[config.mk]
export PLATFORM = sky130hd
export DESIGN_NAME = vga_timing_gen_flat
export DESIGN_NICKNAME = d
export VERILOG_FILES = /design/src/rtl/vga_timing_gen_if.sv /design/src/rtl/vga_timing_gen.sv /design/src/flat_wrapper.sv
export SDC_FILE = /design/constraint.sdc
export NUM_CORES = 1
export LEC_CHECK = 0
export CAP_MARGIN = 20
export CORE_MARGIN = 2
export CORE_UTILIZATION = 40
export CTS_CLUSTER_SIZE = 40
export DETAILED_ROUTE_END_ITERATION = 16
export SETUP_SLACK_MARGIN = 0.4
export SLEW_MARGIN = 40
export SYNTH_ARGS = -nofsm -noshare
export SYNTH_HDL_FRONTEND = slang
export SYNTH_SLANG_ARGS = --single-unit
[constraint.sdc]
create_clock -name clock -period 6.2 [get_ports clock]
set_clock_uncertainty 0.05 [all_clocks]
set_input_delay 1.24 -clock clock [delete_from_list [all_inputs] [get_ports clock]]
set_output_delay 1.24 -clock clock [all_outputs]
set_load 0.005 [all_outputs]
[src/rtl/vga_timing_gen_if.sv]
// vga_timing_gen_if: enable and timing outputs of the VGA timing generator
interface vga_timing_gen_if #(parameter int CW = 10);
  logic          enable;
  logic [CW-1:0] xcoord;
  logic [CW-1:0] ycoord;
  logic          hsync;
  logic          vsync;
  logic          nocolor;
  logic          pixel_tick;
  logic          line_start;
  logic          frame_start;
  modport master (
    input  enable,
    output xcoord, ycoord, hsync, vsync, nocolor, pixel_tick, line_start, frame_start
  );
  modport slave (
    output enable,
    input  xcoord, ycoord, hsync, vsync, nocolor, pixel_tick, line_start, frame_start
  );
endinterface

[src/rtl/vga_timing_gen.sv]
// vga_timing_gen: pixel-clock divider with horizontal/vertical counters and registered sync decode
module vga_timing_gen #(
  parameter int CLK_DIV  = 2,
  parameter int H_ACTIVE = 640,
  parameter int H_FP     = 16,
  parameter int H_SYNC   = 96,
  parameter int H_BP     = 48,
  parameter int V_ACTIVE = 480,
  parameter int V_FP     = 10,
  parameter int V_SYNC   = 2,
  parameter int V_BP     = 33,
  parameter bit HS_POL   = 1'b0,
  parameter bit VS_POL   = 1'b0,
  parameter int CW       = 10
) (
  input logic              clock,
  input logic              reset,
  vga_timing_gen_if.master vga
);
  localparam int H_TOTAL = H_ACTIVE + H_FP + H_SYNC + H_BP;
  localparam int V_TOTAL = V_ACTIVE + V_FP + V_SYNC + V_BP;
  localparam int DW = CLK_DIV > 1 ? $clog2(CLK_DIV) : 1;
  logic [DW-1:0] divcnt, div_nxt;
  logic [CW-1:0] hcount, vcount, h_nxt, v_nxt;
  logic          tick, h_wrap, v_wrap, active, hs_on, vs_on;
  // next counter values; outputs are decoded from these so they line up with the counters
  always_comb begin
    tick    = vga.enable && divcnt == DW'(CLK_DIV - 1);
    h_wrap  = hcount == CW'(H_TOTAL - 1);
    v_wrap  = vcount == CW'(V_TOTAL - 1);
    div_nxt = tick ? '0 : divcnt + 1'b1;
    h_nxt   = tick ? (h_wrap ? '0 : hcount + 1'b1) : hcount;
    v_nxt   = tick && h_wrap ? (v_wrap ? '0 : vcount + 1'b1) : vcount;
    active  = h_nxt < CW'(H_ACTIVE) && v_nxt < CW'(V_ACTIVE);
    hs_on   = h_nxt >= CW'(H_ACTIVE + H_FP) && h_nxt < CW'(H_ACTIVE + H_FP + H_SYNC);
    vs_on   = v_nxt >= CW'(V_ACTIVE + V_FP) && v_nxt < CW'(V_ACTIVE + V_FP + V_SYNC);
  end
  // counters and registered outputs; everything holds while enable is low
  always_ff @(posedge clock) begin
    if (reset) begin
      divcnt          <= '0;
      hcount          <= '0;
      vcount          <= '0;
      vga.xcoord      <= '0;
      vga.ycoord      <= '0;
      vga.nocolor     <= 1'b0;
      vga.hsync       <= ~HS_POL;
      vga.vsync       <= ~VS_POL;
      vga.pixel_tick  <= 1'b0;
      vga.line_start  <= 1'b0;
      vga.frame_start <= 1'b0;
    end else if (vga.enable) begin
      divcnt          <= div_nxt;
      hcount          <= h_nxt;
      vcount          <= v_nxt;
      vga.xcoord      <= active ? h_nxt : '0;
      vga.ycoord      <= active ? v_nxt : '0;
      vga.nocolor     <= ~active;
      vga.hsync       <= hs_on ? HS_POL : ~HS_POL;
      vga.vsync       <= vs_on ? VS_POL : ~VS_POL;
      vga.pixel_tick  <= tick;
      vga.line_start  <= tick && h_wrap;
      vga.frame_start <= tick && h_wrap && v_wrap;
    end
  end
endmodule

[src/flat_wrapper.sv]
// flat-port wrapper written by rule: the top's interface ports become plain ports
module vga_timing_gen_flat 
#(
  parameter int CLK_DIV  = 2,
  parameter int H_ACTIVE = 640,
  parameter int H_FP     = 16,
  parameter int H_SYNC   = 96,
  parameter int H_BP     = 48,
  parameter int V_ACTIVE = 480,
  parameter int V_FP     = 10,
  parameter int V_SYNC   = 2,
  parameter int V_BP     = 33,
  parameter bit HS_POL   = 1'b0,
  parameter bit VS_POL   = 1'b0,
  parameter int CW       = 10
)
  (clock, reset, vga_enable, vga_xcoord, vga_ycoord, vga_hsync, vga_vsync, vga_nocolor, vga_pixel_tick, vga_line_start, vga_frame_start);
  vga_timing_gen_if #(.CW(CW)) vga_i ();
  input logic clock;
  input logic reset;
  input wire logic [$bits(vga_i.enable)-1:0] vga_enable;
  output wire logic [$bits(vga_i.xcoord)-1:0] vga_xcoord;
  output wire logic [$bits(vga_i.ycoord)-1:0] vga_ycoord;
  output wire logic [$bits(vga_i.hsync)-1:0] vga_hsync;
  output wire logic [$bits(vga_i.vsync)-1:0] vga_vsync;
  output wire logic [$bits(vga_i.nocolor)-1:0] vga_nocolor;
  output wire logic [$bits(vga_i.pixel_tick)-1:0] vga_pixel_tick;
  output wire logic [$bits(vga_i.line_start)-1:0] vga_line_start;
  output wire logic [$bits(vga_i.frame_start)-1:0] vga_frame_start;
  assign vga_i.enable = vga_enable;
  assign vga_xcoord = vga_i.xcoord;
  assign vga_ycoord = vga_i.ycoord;
  assign vga_hsync = vga_i.hsync;
  assign vga_vsync = vga_i.vsync;
  assign vga_nocolor = vga_i.nocolor;
  assign vga_pixel_tick = vga_i.pixel_tick;
  assign vga_line_start = vga_i.line_start;
  assign vga_frame_start = vga_i.frame_start;
  vga_timing_gen #(.CLK_DIV(CLK_DIV), .H_ACTIVE(H_ACTIVE), .H_FP(H_FP), .H_SYNC(H_SYNC), .H_BP(H_BP), .V_ACTIVE(V_ACTIVE), .V_FP(V_FP), .V_SYNC(V_SYNC), .V_BP(V_BP), .HS_POL(HS_POL), .VS_POL(VS_POL), .CW(CW)) u_core (.clock(clock), .reset(reset), .vga(vga_i));
endmodule
Yosys cells after proc, flatten, opt, wreduce, memory -nomap -nowiden
Index checks and enable logic that the tools add are counted.
Cells by class
  $add $sub $neg: 3
  order comparisons: 6
  eq/ne operators: 2
  muxes and demuxes: 9
  bitwise operators: 1
  reductions and logical operators: 6
Operator list (number)
  10-bit 2-to-1 mux: 6
  10-bit by 1-bit adder with 10-bit output (second input constant): 2
  10-bit equality test (second input constant): 2
  10-bit < comparator (second input constant): 2
  10-bit by 9-bit < comparator with 1-bit output (second input constant): 2
  10-bit >= comparator (second input constant): 1
  10-bit by 9-bit >= comparator with 1-bit output (second input constant): 1
  1-bit logical AND: 6
  1-bit 2-to-1 mux: 3
  1-bit adder (second input constant): 1
  1-bit inverter: 1
Storage, ports and cells
  flip-flop bits (word level): 47
  output and inout bits: 26

Longest topological paths before layout
  word-level depth: 6
  depth in mapped cells: 9
  depth with buffers taken out: 8

Worst setup path before layout
OpenSTA, ideal clock, no wires.
  kind: input-to-reg
  from: in vga_enable
  to: reg u_core.vga.ycoord[0]
  library setup time: 0.117 ns
  arrival time: 2.629 ns
  data required time: 6.033 ns
  path slack: 3.404 ns
  stages on the path: 6
  buffers on the path: 0
  path through: nand3_2 > or3_1 > a221oi_1 > o21ai_0 > and2_1 > a32o_1
Between the ends
  cells in the longest elaborated chain, start to end: 6
  elaborated cells between the ends (all ways): 8
  classes of those cells: 2 x order compare; 3 x mux; 3 x reduce/logical
Ends and longest elaborated chain
  start, declared: line flat_wrapper.sv:21  | input wire logic [$bits(vga_i.enable)-1:0] vga_enable;
  1-bit logical AND: line vga_timing_gen.sv:28  | tick = vga.enable && divcnt == DW'(CLK_DIV - 1);
  1-bit logical AND: line vga_timing_gen.sv:33  | v_nxt = tick && h_wrap ? (v_wrap ? '0 : vcount + 1'b1) : vcount;
  10-bit 2-to-1 mux: line vga_timing_gen.sv:33
  10-bit by 9-bit < comparator with 1-bit output: line vga_timing_gen.sv:34  | active = h_nxt < CW'(H_ACTIVE) && v_nxt < CW'(V_ACTIVE);
  1-bit logical AND: line vga_timing_gen.sv:34
  10-bit 2-to-1 mux: line vga_timing_gen.sv:57  | vga.ycoord <= active ? v_nxt : '0;
  end signal, assigned: line vga_timing_gen.sv:57
  end, declared: line vga_timing_gen_if.sv:14  | output xcoord, ycoord, hsync, vsync, nocolor, pixel_tick, line_start, frame_start
Several ways; a longest one is shown, not always the timed one.
A chain may end at the register's enable or synchronous reset.

Final worst setup path
  from: in vga_enable
  to: reg u_core.vga.xcoord[1]
Between the ends
  cells in the longest elaborated chain, start to end: 6
  elaborated cells between the ends (all ways): 8
  classes of those cells: 2 x order compare; 3 x mux; 3 x reduce/logical
Ends and longest elaborated chain
  1-bit logical AND: line vga_timing_gen.sv:28
  1-bit logical AND: line vga_timing_gen.sv:33
  10-bit 2-to-1 mux: line vga_timing_gen.sv:33
  10-bit by 9-bit < comparator with 1-bit output: line vga_timing_gen.sv:34
  1-bit logical AND: line vga_timing_gen.sv:34
  10-bit 2-to-1 mux: line vga_timing_gen.sv:56  | vga.xcoord <= active ? h_nxt : '0;
  end signal, assigned: line vga_timing_gen.sv:56
  end, declared: line vga_timing_gen_if.sv:14
Several ways; a longest one is shown, not always the timed one.

==> summary.txt <==
Status
  – Status: completed

Detailed routing
  – Drt drc: 0
  – Via/cell ratio: 5.38
  – Drt initial violations: between 100 and 150
  – Wirelength per Cell: approximately 14 um
  – First-pass DRT Iterations: 4
  – Vias: 1926
  – DRT antenna net count: 0
  – Post-Route WL: between 5000 and 6000 um

Floorplan
  – DIE AREA: 0.00621 mm^2
  – Die width: between 70 and 80 um
  – I/O pins: 29
  – Initial Util: about two fifths
  – Die Ht: between 70 and 80 um
  – Core box area: 0.00544 mm^2
  – Row Count: 27

CTS
  – H-tree depth: 2
  – Clock slew at reported path FFs: ~0.090 ns
  – Setup bufs post-CTS: 0
  – Clock sink count: 47
  – CTS resizes: 0
  – Root buffer cell: clkbuf_8
  – Worst-skew pair later-pin latency: 0.30 ns
  – Hold Buf Count CTS: 0
  – Cts bufs inserted: 5
  – CTS tree: yes
  – Max clock buf depth: 2

Setup path
  – Worst-path fanout max: 16
  – Critical path startpoint: vga_enable
  – Sum of buffers and inverters on the critical path: 1
  – Cells along the critical path: clkdlybuf4s50_1, and4_1, nand4_1, nor4b_1, a21oi_2, nand3_1, o21ai_0
  – Slowest CP cell: clkdlybuf4s50_1
  – Delay of the slowest critical-path stage: 0.82 ns
  – Delay-heaviest family, CP: simple AND/OR/NAND/NOR gates
  – Arrival @ worst endpoint: 4.28 ns
  – Setup CP Type: primary input to register
  – Crit path capture type: register
  – Worst reg2reg path startpoint: u_core.hcount[5]$_SDFFE_PP0P_
  – CP required: 6.34 ns
  – Crit path launch type: primary input

Synthesis
  – Synth async-reset ratio: 0%
  – Cells after Synth: 261
  – Synth Flop Type: dfxtp_1
  – Post-synthesis average cell area: between 8 and 9 um^2
  – Yosys warning total: 0
  – Area share of the largest cell type after synthesis: between 40 and 50%
  – Post-synthesis adder-cell area fraction: 1.68%
  – Post-synthesis sequential area ratio: between 40% and 50%
  – Largest family of logic cells by synthesized area: simple AND/OR/NAND/NOR gates
  – Area contributors post-synth: dfxtp_1, nand2_1, nor2_1
  – Synth Area in Compound Gates: 18.8%
  – Post-synth EDFFs: 0
  – Simple-gate share of the synthesized area: 27.5%
  – Syn nets: roughly 270
  – Mux contribution to synthesized area: 1.40%
  – Library cells used by synthesis: 50
  – Netlist Area Pre-Place: approximately 0.0022 mm^2
  – XOR/XNOR Fraction of Synth Area: approximately 5.1%
  – #FFs+latches synth: 47
  – Area leader, netlist: dfxtp_1

Cells and area
  – Most common library cell in the layout ignoring fill and taps: dfxtp_1
  – # fillers: about 550
  – Seq. cell area: about 940 um^2
  – Final non-filler cell total: 358
  – Utilization after layout: just under 50%
  – # nets final: 291
  – Area occupied by multi-input gates: 0.00122 mm^2
  – Share of layout cells above drive strength 1: around 7.3%
  – Area growth from synthesis to layout: 18.4%
  – Most frequent cells in the layout: dfxtp_1, nand2_1, nor2_1, clkdlybuf4s50_1, o21ai_0
  – Ant diodes: 0

Power
  – Total net switching power: 123 uW
  – Logic pwr share: between 4 and 5%
  – Flop pwr share: slightly below 60%
  – Cell internal pwr: around 390 uW
  – Pwr Density: 195 mW/mm^2
  – Sw Ratio: 23.9%
  – Leakage Power: just under 0.0009 uW
  – Share of total power in the clock network: between 30% and 40%
  – Max rail drop VDD: about 0.11 mV

Place
  – Gp weighted congestion: between 0.8 and 0.9
  – Placed instance count: 350
  – Post-DP HPWL: between 3000 and 4000 um
  – # port buffers: 28

STA
  – Slew of the pin with the lowest slew margin: ~0.68 ns
  – Slew Limit Headroom: a little over half
  – TNS Setup: 0 ns
  – Period minus WS final: around 4.1 ns
  – Final hold vios: 0
  – Fin. max-slew vios: 0
  – Final period util: between 60% and 70%
  – Final setup violation count: 0
  – RSZ-0062 raised after global routing: false
  – Max Fclk: between 200 and 250 MHz

Global routing
  – Largest net degree at the start of global routing: 28
  – GRT Util Overall: 17.9%
  – Initial antenna violation count: 0
  – Gr ovfl total: 0
  – First-pass GRT wire length: around 9000 um
  – Number of global-route vias before repair: 1729

Run
  – Max cap viols: 0

Min path
  – Tightest Hold Check Type: register to register
  – Hold_sp: u_core.vga.ycoord[6]$_SDFFE_PP0P_
-- Yosys cell counts (3+ instances only) --
cell type,n
and2_1,4
xor2_1,5
and3_1,4
buf_2,5
nand2b_1,5
nand3_1,5
dfxtp_1,47
clkbuf_1,6
o21ai_1,10
a21oi_1,11
nor3_1,8
nand4_1,4
a21boi_0,3
ha_1,3
nor2_1,28
nor4_1,3
nand2_1,30
inv_1,4
a21o_1,4
xnor2_1,8
nand4b_1,5
o21ai_0,17
a32o_1,4
and4_1,3
-- layer usage --
metal / global-route usage (%) / wire, um
met5: 0 / 0
met4: 5.44 / 61
met3: 3.30 / 235
met2: 26.2 / 2260
met1: 26.6 / 2620
-- final timing paths --
path / to / slack, ns / depth (start not counted)
max: u_core.vga.xcoord[1]$_SDFFE_PP0P_ / 2.06 / 7
min: u_core.vga.ycoord[6]$_SDFFE_PP0P_ / 0.40 / 2
max reg2reg: u_core.vga.xcoord[1]$_SDFFE_PP0P_ / 3.26 / 6
min reg2reg: u_core.vga.ycoord[6]$_SDFFE_PP0P_ / 0.40 / 2
-- area by class of cell --
type                            count  share of cell area, %
Sequential cell                    47                   35.5
Inverter                            4                  0.567
Clock buffer                        5                   2.60
Tap cell                           72                   3.40
Timing Repair Buffer               30                   11.1
Clock inverter                      3                  0.756
Multi-Input combinational cell    197                   46.0
-- sequential cells by signal, summed over array words and instances, names as in the netlist, 10 cells and up --
| register | cells |
|---|---|
| u_core.hcount | 10 |
| u_core.vcount | 10 |
| u_core.vga.xcoord | 10 |
| u_core.vga.ycoord | 10 |
-- power by group through the flow --
stage | Combinational (uW) | Sequential, uW | Clock (uW)
after global routing | 25.9 | 308 | 203
after detailed placement | 23.4 | 315 | 0
after CTS | 23.5 | 308 | 193
final | 23.2 | 308 | 184
after floorplan | 15.5 | 313 | 0
after global placement | 23.5 | 315 | 0
-- logic make-up (layout without fill, tap and decap cells) --
| kind of cell | after synthesis | count (layout) |
|---|---|---|
| XOR/XNOR | 13 | 13 |
| multiplexers | 3 | 3 |
| AO/OA/AOI/OAI | 65 | 65 |
| buffers and inverters | 17 | 42 |
| adder cells (fa/ha/maj) | 3 | 3 |
| flip-flops | 47 | 47 |
| AND/OR/NAND/NOR | 113 | 113 |
-- worst register-to-register path, delay by kind of cell (launching register included) --
family | cells | cell delay [ns]
flops | 1 | 0.43
compound gates | 2 | 0.29
simple gates | 4 | 2.06
-- per-stage QoR --
| stage | hold slack (ns) | area (um^2) | power (uW) | setup WS, ns |
|---|---|---|---|---|
| floorplan | 0.392 | 2240 | 329 | 3.40 |
| global placement | 0.384 | 2560 | 338 | 1.77 |
| detailed placement | 0.389 | 2560 | 338 | 1.73 |
| CTS | 0.402 | 2650 | 524 | 2.03 |
| global route | 0.422 | 2650 | 538 | 1.68 |
| finish | 0.396 | 2650 | 515 | 2.06 |
No activity file was read; power rests on OpenSTA's default activity.
